### src/rtl/wb_cmd_master.sv
// -----------------------------------------------------------------------------
// wb_cmd_master
//
// Queues read/write commands in a small FIFO and issues each one as a single
// classic Wishbone cycle. For every completed cycle it produces a one-cycle
// response pulse.
//
// Each transaction goes through IDLE -> BUS -> RESP. As a result, two bus
// cycles are always separated by at least one cycle with wb_stb_o low.
//
// Parameters
//   AW      Wishbone address width
//   DW      data width
//   DEPTH   command FIFO entries (power of 2, >= 2)
//   TIMEOUT ack-wait limit in BUS cycles (>= 2), used only with the macro below
//
// Optional feature
//   `define WB_CMD_MASTER_TIMEOUT_EN enables the ack timeout. While a cycle
//   waits for ack, the timeout counts BUS cycles. After TIMEOUT cycles without
//   an ack, it ends the cycle with rsp_err_o = 1. Without the macro, the block
//   waits for ack forever and rsp_err_o is tied to 0.
//
// Ports
//   wb_clk_i, arst_i           clock, asynchronous active-high reset
//   cmd_valid_i / cmd_ready_o  command handshake (cmd_we_i, cmd_addr_i, cmd_data_i)
//   rsp_valid_o                one-cycle response pulse
//   rsp_data_o                 read data (0 for writes and errors)
//   rsp_err_o                  timeout flag, qualified by rsp_valid_o
//   busy_o, level_o            activity flag, FIFO occupancy
//   wb_*                       Wishbone master signals; cyc and stb are driven together
//   wb_inta_i / irq_o          slave interrupt, registered once
// -----------------------------------------------------------------------------
module wb_cmd_master #(
  parameter int AW      = 3,
  parameter int DW      = 8,
  parameter int DEPTH   = 4,
  parameter int TIMEOUT = 16
) (
  input  logic                       wb_clk_i,
  input  logic                       arst_i,
  input  logic                       cmd_valid_i,
  output logic                       cmd_ready_o,
  input  logic                       cmd_we_i,
  input  logic [AW-1:0]              cmd_addr_i,
  input  logic [DW-1:0]              cmd_data_i,
  output logic                       rsp_valid_o,
  output logic [DW-1:0]              rsp_data_o,
  output logic                       rsp_err_o,
  output logic                       busy_o,
  output logic [$clog2(DEPTH+1)-1:0] level_o,
  output logic [AW-1:0]              wb_addr_o,
  output logic [DW-1:0]              wb_dat_o,
  input  logic [DW-1:0]              wb_dat_i,
  output logic                       wb_we_o,
  output logic                       wb_stb_o,
  output logic                       wb_cyc_o,
  input  logic                       wb_ack_i,
  input  logic                       wb_inta_i,
  output logic                       irq_o
);

  localparam int PW = $clog2(DEPTH);
  localparam int LW = $clog2(DEPTH + 1);

  // Reject bad parameter values at elaboration time.
  if (DEPTH < 2 || (DEPTH & (DEPTH - 1)) != 0) begin : g_bad_depth
    $error("wb_cmd_master: DEPTH must be a power of 2 and >= 2");
  end
  if (TIMEOUT < 2) begin : g_bad_timeout
    $error("wb_cmd_master: TIMEOUT must be >= 2");
  end

  typedef enum logic [1:0] {
    ST_IDLE,
    ST_BUS,
    ST_RESP
  } state_e;

  state_e          state_q, state_d;
  logic [PW-1:0]   wr_ptr_q, wr_ptr_d;
  logic [PW-1:0]   rd_ptr_q, rd_ptr_d;
  logic [LW-1:0]   level_q, level_d;
  logic [AW-1:0]   wb_addr_q, wb_addr_d;
  logic [DW-1:0]   wb_dat_q, wb_dat_d;
  logic            wb_we_q, wb_we_d;
  logic            wb_stb_q, wb_stb_d;
  logic            rsp_valid_q, rsp_valid_d;
  logic [DW-1:0]   rsp_data_q, rsp_data_d;
  logic            irq_q;
  logic            push, pop;

  // FIFO storage
  logic            mem_we_q   [DEPTH];
  logic [AW-1:0]   mem_addr_q [DEPTH];
  logic [DW-1:0]   mem_data_q [DEPTH];

`ifdef WB_CMD_MASTER_TIMEOUT_EN
  localparam int TCW = $clog2(TIMEOUT);
  logic [TCW-1:0]  tmo_cnt_q, tmo_cnt_d;
  logic            rsp_err_q, rsp_err_d;
`endif

  assign cmd_ready_o = (level_q != LW'(DEPTH));
  assign push        = cmd_valid_i && cmd_ready_o;

  // NOTE: payload storage has no reset. The level/pointer logic never reads an
  // empty slot, and leaving it unreset keeps it as plain RAM.
  always_ff @(posedge wb_clk_i) begin
    if (push) begin
      mem_we_q[wr_ptr_q]   <= cmd_we_i;
      mem_addr_q[wr_ptr_q] <= cmd_addr_i;
      mem_data_q[wr_ptr_q] <= cmd_data_i;
    end
  end

  // Next-state logic and outputs.
  // NOTE: every signal assigned here gets a default first, so no path can
  // leave a signal unassigned and infer a latch.
  always_comb begin
    state_d     = state_q;
    wb_addr_d   = wb_addr_q;
    wb_dat_d    = wb_dat_q;
    wb_we_d     = wb_we_q;
    wb_stb_d    = wb_stb_q;
    rsp_valid_d = 1'b0;
    rsp_data_d  = rsp_data_q;
    pop         = 1'b0;
`ifdef WB_CMD_MASTER_TIMEOUT_EN
    tmo_cnt_d   = tmo_cnt_q;
    rsp_err_d   = rsp_err_q;
`endif

    unique case (state_q)
      ST_IDLE: begin
        if (level_q != '0) begin
          pop       = 1'b1;
          wb_addr_d = mem_addr_q[rd_ptr_q];
          wb_dat_d  = mem_data_q[rd_ptr_q];
          wb_we_d   = mem_we_q[rd_ptr_q];
          wb_stb_d  = 1'b1;
          state_d   = ST_BUS;
`ifdef WB_CMD_MASTER_TIMEOUT_EN
          tmo_cnt_d = '0;
`endif
        end
      end

      ST_BUS: begin
        if (wb_ack_i) begin
          // An ack always wins, even on the edge where the timeout expires.
          wb_stb_d    = 1'b0;
          wb_we_d     = 1'b0;
          rsp_valid_d = 1'b1;
          rsp_data_d  = wb_we_q ? '0 : wb_dat_i;
          state_d     = ST_RESP;
`ifdef WB_CMD_MASTER_TIMEOUT_EN
          rsp_err_d   = 1'b0;
        end else if (tmo_cnt_q == TCW'(TIMEOUT - 1)) begin
          // This edge ends the TIMEOUT-th BUS cycle with no ack seen.
          wb_stb_d    = 1'b0;
          wb_we_d     = 1'b0;
          rsp_valid_d = 1'b1;
          rsp_data_d  = '0;
          rsp_err_d   = 1'b1;
          state_d     = ST_RESP;
        end else begin
          tmo_cnt_d   = tmo_cnt_q + 1'b1;
`endif
        end
      end

      ST_RESP: state_d = ST_IDLE;

      default: state_d = ST_IDLE;
    endcase

    // Power-of-2 DEPTH means the pointers wrap naturally.
    wr_ptr_d = push ? wr_ptr_q + 1'b1 : wr_ptr_q;
    rd_ptr_d = pop  ? rd_ptr_q + 1'b1 : rd_ptr_q;
    unique case ({push, pop})
      2'b10:   level_d = level_q + 1'b1;
      2'b01:   level_d = level_q - 1'b1;
      default: level_d = level_q;
    endcase
  end

  // NOTE: sequential state uses non-blocking assignments only, so every flop
  // samples values from before the edge, regardless of process order.
  always_ff @(posedge wb_clk_i or posedge arst_i) begin
    if (arst_i) begin
      state_q     <= ST_IDLE;
      wr_ptr_q    <= '0;
      rd_ptr_q    <= '0;
      level_q     <= '0;
      wb_addr_q   <= '0;
      wb_dat_q    <= '0;
      wb_we_q     <= 1'b0;
      wb_stb_q    <= 1'b0;
      rsp_valid_q <= 1'b0;
      rsp_data_q  <= '0;
      irq_q       <= 1'b0;
    end else begin
      state_q     <= state_d;
      wr_ptr_q    <= wr_ptr_d;
      rd_ptr_q    <= rd_ptr_d;
      level_q     <= level_d;
      wb_addr_q   <= wb_addr_d;
      wb_dat_q    <= wb_dat_d;
      wb_we_q     <= wb_we_d;
      wb_stb_q    <= wb_stb_d;
      rsp_valid_q <= rsp_valid_d;
      rsp_data_q  <= rsp_data_d;
      irq_q       <= wb_inta_i;
    end
  end

`ifdef WB_CMD_MASTER_TIMEOUT_EN
  always_ff @(posedge wb_clk_i or posedge arst_i) begin
    if (arst_i) begin
      tmo_cnt_q <= '0;
      rsp_err_q <= 1'b0;
    end else begin
      tmo_cnt_q <= tmo_cnt_d;
      rsp_err_q <= rsp_err_d;
    end
  end
  assign rsp_err_o = rsp_err_q;
`else
  assign rsp_err_o = 1'b0;
`endif

  assign rsp_valid_o = rsp_valid_q;
  assign rsp_data_o  = rsp_data_q;
  assign busy_o      = (level_q != '0) || (state_q != ST_IDLE);
  assign level_o     = level_q;
  assign wb_addr_o   = wb_addr_q;
  assign wb_dat_o    = wb_dat_q;
  assign wb_we_o     = wb_we_q;
  assign wb_stb_o    = wb_stb_q;
  assign wb_cyc_o    = wb_stb_q;
  assign irq_o       = irq_q;

endmodule

### config.mk
export PLATFORM = sky130hd
export DESIGN_NAME = wb_cmd_master
export DESIGN_NICKNAME = d
export VERILOG_FILES = /design/src/rtl/wb_cmd_master.sv
export SDC_FILE = /design/constraint.sdc
export NUM_CORES = 1
export LEC_CHECK = 0
export ABC_AREA = 1
export CAP_MARGIN = 40
export CORE_ASPECT_RATIO = 1.25
export CORE_MARGIN = 5
export CORE_UTILIZATION = 45
export CTS_BUF_LIST = sky130_fd_sc_hd__clkbuf_8 sky130_fd_sc_hd__clkbuf_16
export CTS_CLUSTER_SIZE = 10
export DETAILED_ROUTE_END_ITERATION = 8
export GPL_ROUTABILITY_DRIVEN = 0
export PLACE_DENSITY = 0.69
export REMOVE_ABC_BUFFERS = 1
export SLEW_MARGIN = 15
export SYNTH_ARGS = -nofsm -noshare
export SYNTH_HDL_FRONTEND = slang
export SYNTH_SLANG_ARGS = --single-unit
### constraint.sdc
create_clock -name wb_clk_i -period 3.12 [get_ports wb_clk_i]
set_input_delay 0.624 -clock wb_clk_i [delete_from_list [all_inputs] [get_ports wb_clk_i]]
set_output_delay 0.624 -clock wb_clk_i [all_outputs]
set_load 0.02 [all_outputs]
==> key figures <==
Finish
  • Multi-input logic area: 836 um^2
  • Final #Nets: 431
  • Synth-to-layout area growth: 24.1%
  • Filler instances: 631
  • Register area: 2240 um^2
  • Diode count: 0
  • Final Core Density: 57.5%
  • Layout cells sized above 1: 7.16%

Routing
  • Via/cell ratio: 4.62
  • Drt total wl: 6550 um
  • Initial DRC Count: 118
  • Vias: 2298
  • WL per Instance: 13.2 um
  • Routed Antenna Nets: 0
  • DRC violations left: 0
  • Initial DRT Pass Iterations: 5

Floorplanning
  • Starting density of the core: 46.4%
  • Row count: 35
  • Chip width: 88.1 um
  • Die height: 108 um
  • I/O pin cnt: 55
  • Die area: 9480 um^2
  • Core area: 7400 um^2

Worst setup path
  • CP startpoint kind: flip-flop
  • Reg2reg path depth: 9
  • Crit Reg-Reg Endpoint: level_o[2]
  • Crit. path cell count: 3
  • Worst Path Required: 2.50 ns
  • Crit path cell chain: nor2_2 -> nand2_1 -> clkdlybuf4s50_1
  • Crit-path max cell delay: 0.56 ns
  • Crit path max-delay family: buffers and inverters
  • Setup crit end kind: output pin
  • Arr. time, crit path: 1.62 ns
  • CP startpoint: level_o[0]
  • Slowest stage cell, crit path: clkdlybuf4s50_1
  • CP bufs+invs: 1
  • FF-to-FF Start: state_q[0]
  • Crit path to: cmd_ready_o
  • Crit path max fanout: 4
  • Setup CP Type: flip-flop to output pin
  • Reg-to-reg slack, setup: 1.10 ns

STA
  • Skew final: 0.00587 ns
  • Final Hold Vio Count: 0
  • Min cycle time layout: 2.25 ns
  • Slew headroom: 58.0%
  • Worst Setup Slack, final: 0.872 ns
  • Hold WS: 0.483 ns
  • Setup tns final: 0 ns
  • Max Clk Rate: 445 MHz
  • Final setup fails: 0
  • Period utilisation layout: 72.1%
  • Max-slew violation count: 0
  • Worst Max-Slew Pin Slew: 0.628 ns
  • Unrepaired setup endpoints after global routing: false

Synth
  • Synth Warn #: 0
  • Synth top area cells: edfxtp_1 (42%), dfrtp_1 (23%), nand2_1 (13%), inv_1 (7.2%), nand3_1 (4.2%)
  • Avg Cell Area, Syn: 9.97 um^2
  • Synth cell types: 21
  • Seq/Total Area, Yosys: 65.4%
  • Mapped Cells: 344
  • Async set-or-reset flop fraction in the synthesized netlist: 40.0%
  • Most instantiated library cell after synthesis: nand2_1
  • Commonest cells post-synth: nand2_1 (121), inv_1 (66), edfxtp_1 (48), dfrtp_1 (32), nand3_1 (29)
  • Dominant cell type by area after synthesis: edfxtp_1
  • Yosys reg bits: 80
  • Post-synth top area share: 42.0%
  • EDFF count, synth: 48
  • Commonest register cell after synthesis: edfxtp_1
  • Post-synthesis cell area: 3430 um^2

Place
  • PortBufs: 53
  • Dpl ws: 0.850 ns
  • Detail Placement HPWL: 4150 um

Clocking
  • Clk buf depth: 2
  • Clock Latency Late Sink: 0.34 ns
  • Hold-fix buffers at CTS: 0
  • Worst-path clk slew: 0.08 ns
  • Root buffer cell: clkbuf_8
  • CTS H-Tree Depth: 3
  • Clock buffer count from CTS: 9
  • Post-cts sizing count: 0
  • CTS tree: built
  • Post-CTS Repair Setup Buffers: 0
  • CTS Sinks: 80

Worst hold path
  • Worst Hold Class: flip-flop to flip-flop
  • Cells on Worst Hold Path: 2

Run
  • # Max-Cap Violations: 0

Global routing
  • GRT busiest layer: met2
  • Vias in the first global route: 2317
  • First-pass GRT wire length: 10900 um
  • Global-route met2 utilization: 26.8%
  • Met3 usage: 2.83%
  • Maximum number of pins on one net before global-route repair: 33
  • Met1 global-route usage: 17.4%
  • Initial antenna violation count: 0
  • Global Route Usage Sum: 15.2%
  • Total gr overflow: 0

Power
  • Maximum vdd drop: 440 uV
  • P_leak: 2.02 nW
  • Power per cell area: 990 nW/um^2

Outcome
  • Outcome: finished, final reports clean
routing by layer:
layer  up-vias  wire length (um)
met5         -                 0
met4         0               144
met3        13               359
met2        60              3370
met1      1065              2670
li1       1160                 -
cell type report:
class / count / share of cell area, %
Clock inverter: 5 / 1.85
Timing Repair Buffer: 59 / 13.5
Inverter: 68 / 6.11
Multi-Input combinational cell: 182 / 19.6
Sequential cell: 80 / 52.6
Clock buffer: 11 / 3.55
Tap cell: 92 / 2.70
how the worst min path moves through the flow:
stage,start,end
4_1_cts,wb_dat_o[7],wb_dat_o[7]
3_3_place_gp,wb_addr_o[2],wb_addr_o[2]
3_5_place_dp,wb_dat_o[7],wb_dat_o[7]
6_report,wb_dat_o[7],wb_dat_o[7]
2_1_floorplan,wr_ptr_q[1],wr_ptr_q[1]
5_1_grt,rsp_data_o[6],rsp_data_o[6]
per-stage QoR:
stage	instances	power (mW)	instance area (um^2)
final	497	4.22	4260
after global routing	497	4.54	4260
after CTS	497	4.27	4260
after detailed placement	481	3.40	4030
after global placement	481	3.35	4030
after floorplan	330	2.70	3340
tightest hold or removal path: stages (launching register included):
cell,delay (ns)
dfrtp_1,0.35
nand2_1,0.05
nand2_1,0.05
kinds of logic (layout without fill, tap and decap cells):
group           Yosys count  in the layout  share of synthesized area [%]
flops                    80             80                           65.4
fa+ha+maj                 6              6                           2.41
xor+xnor                  5              5                           1.28
compound gates           11             11                           1.60
other cells               1              1                          0.109
simple gates            159            159                           19.0
buf+inv                  82            143                           10.3
sequential cells by signal (all words and copies together), names as in the netlist, 2 cells and up:
name and count:
mem_we_q 4, wb_addr_o 3, rd_ptr_q 2, mem_data_q 32
level_o 3, mem_addr_q 12, wr_ptr_q 2, wb_dat_o 8
rsp_data_o 8, state_q 2
power by group:
group	internal, mW	switching [mW]	total, mW
Sequential	1.46	0.179	1.64
Clock	0.493	0.366	0.859
Combinational	0.678	1.04	1.71
Total	2.64	1.58	4.22
layout by cell type (no fill, tap or decap):
master           instances
o21ai_0                 11
xnor2_1                  2
fa_1                     1
nor2_1                   4
conb_1                   1
dfrtp_1                 32
ha_1                     5
nand2_4                  1
edfxtp_1                48
clkdlybuf4s50_1         53
clkinv_2                 2
nand3_1                 29
inv_4                    2
clkbuf_8                11
bufinv_16                2
buf_4                    6
clkinv_4                 1
inv_1                   66
xor2_1                   3
nand2_2                  2
nand2_1                121
nor2_2                   2
Note: power is estimated with default switching activity, not from simulation.
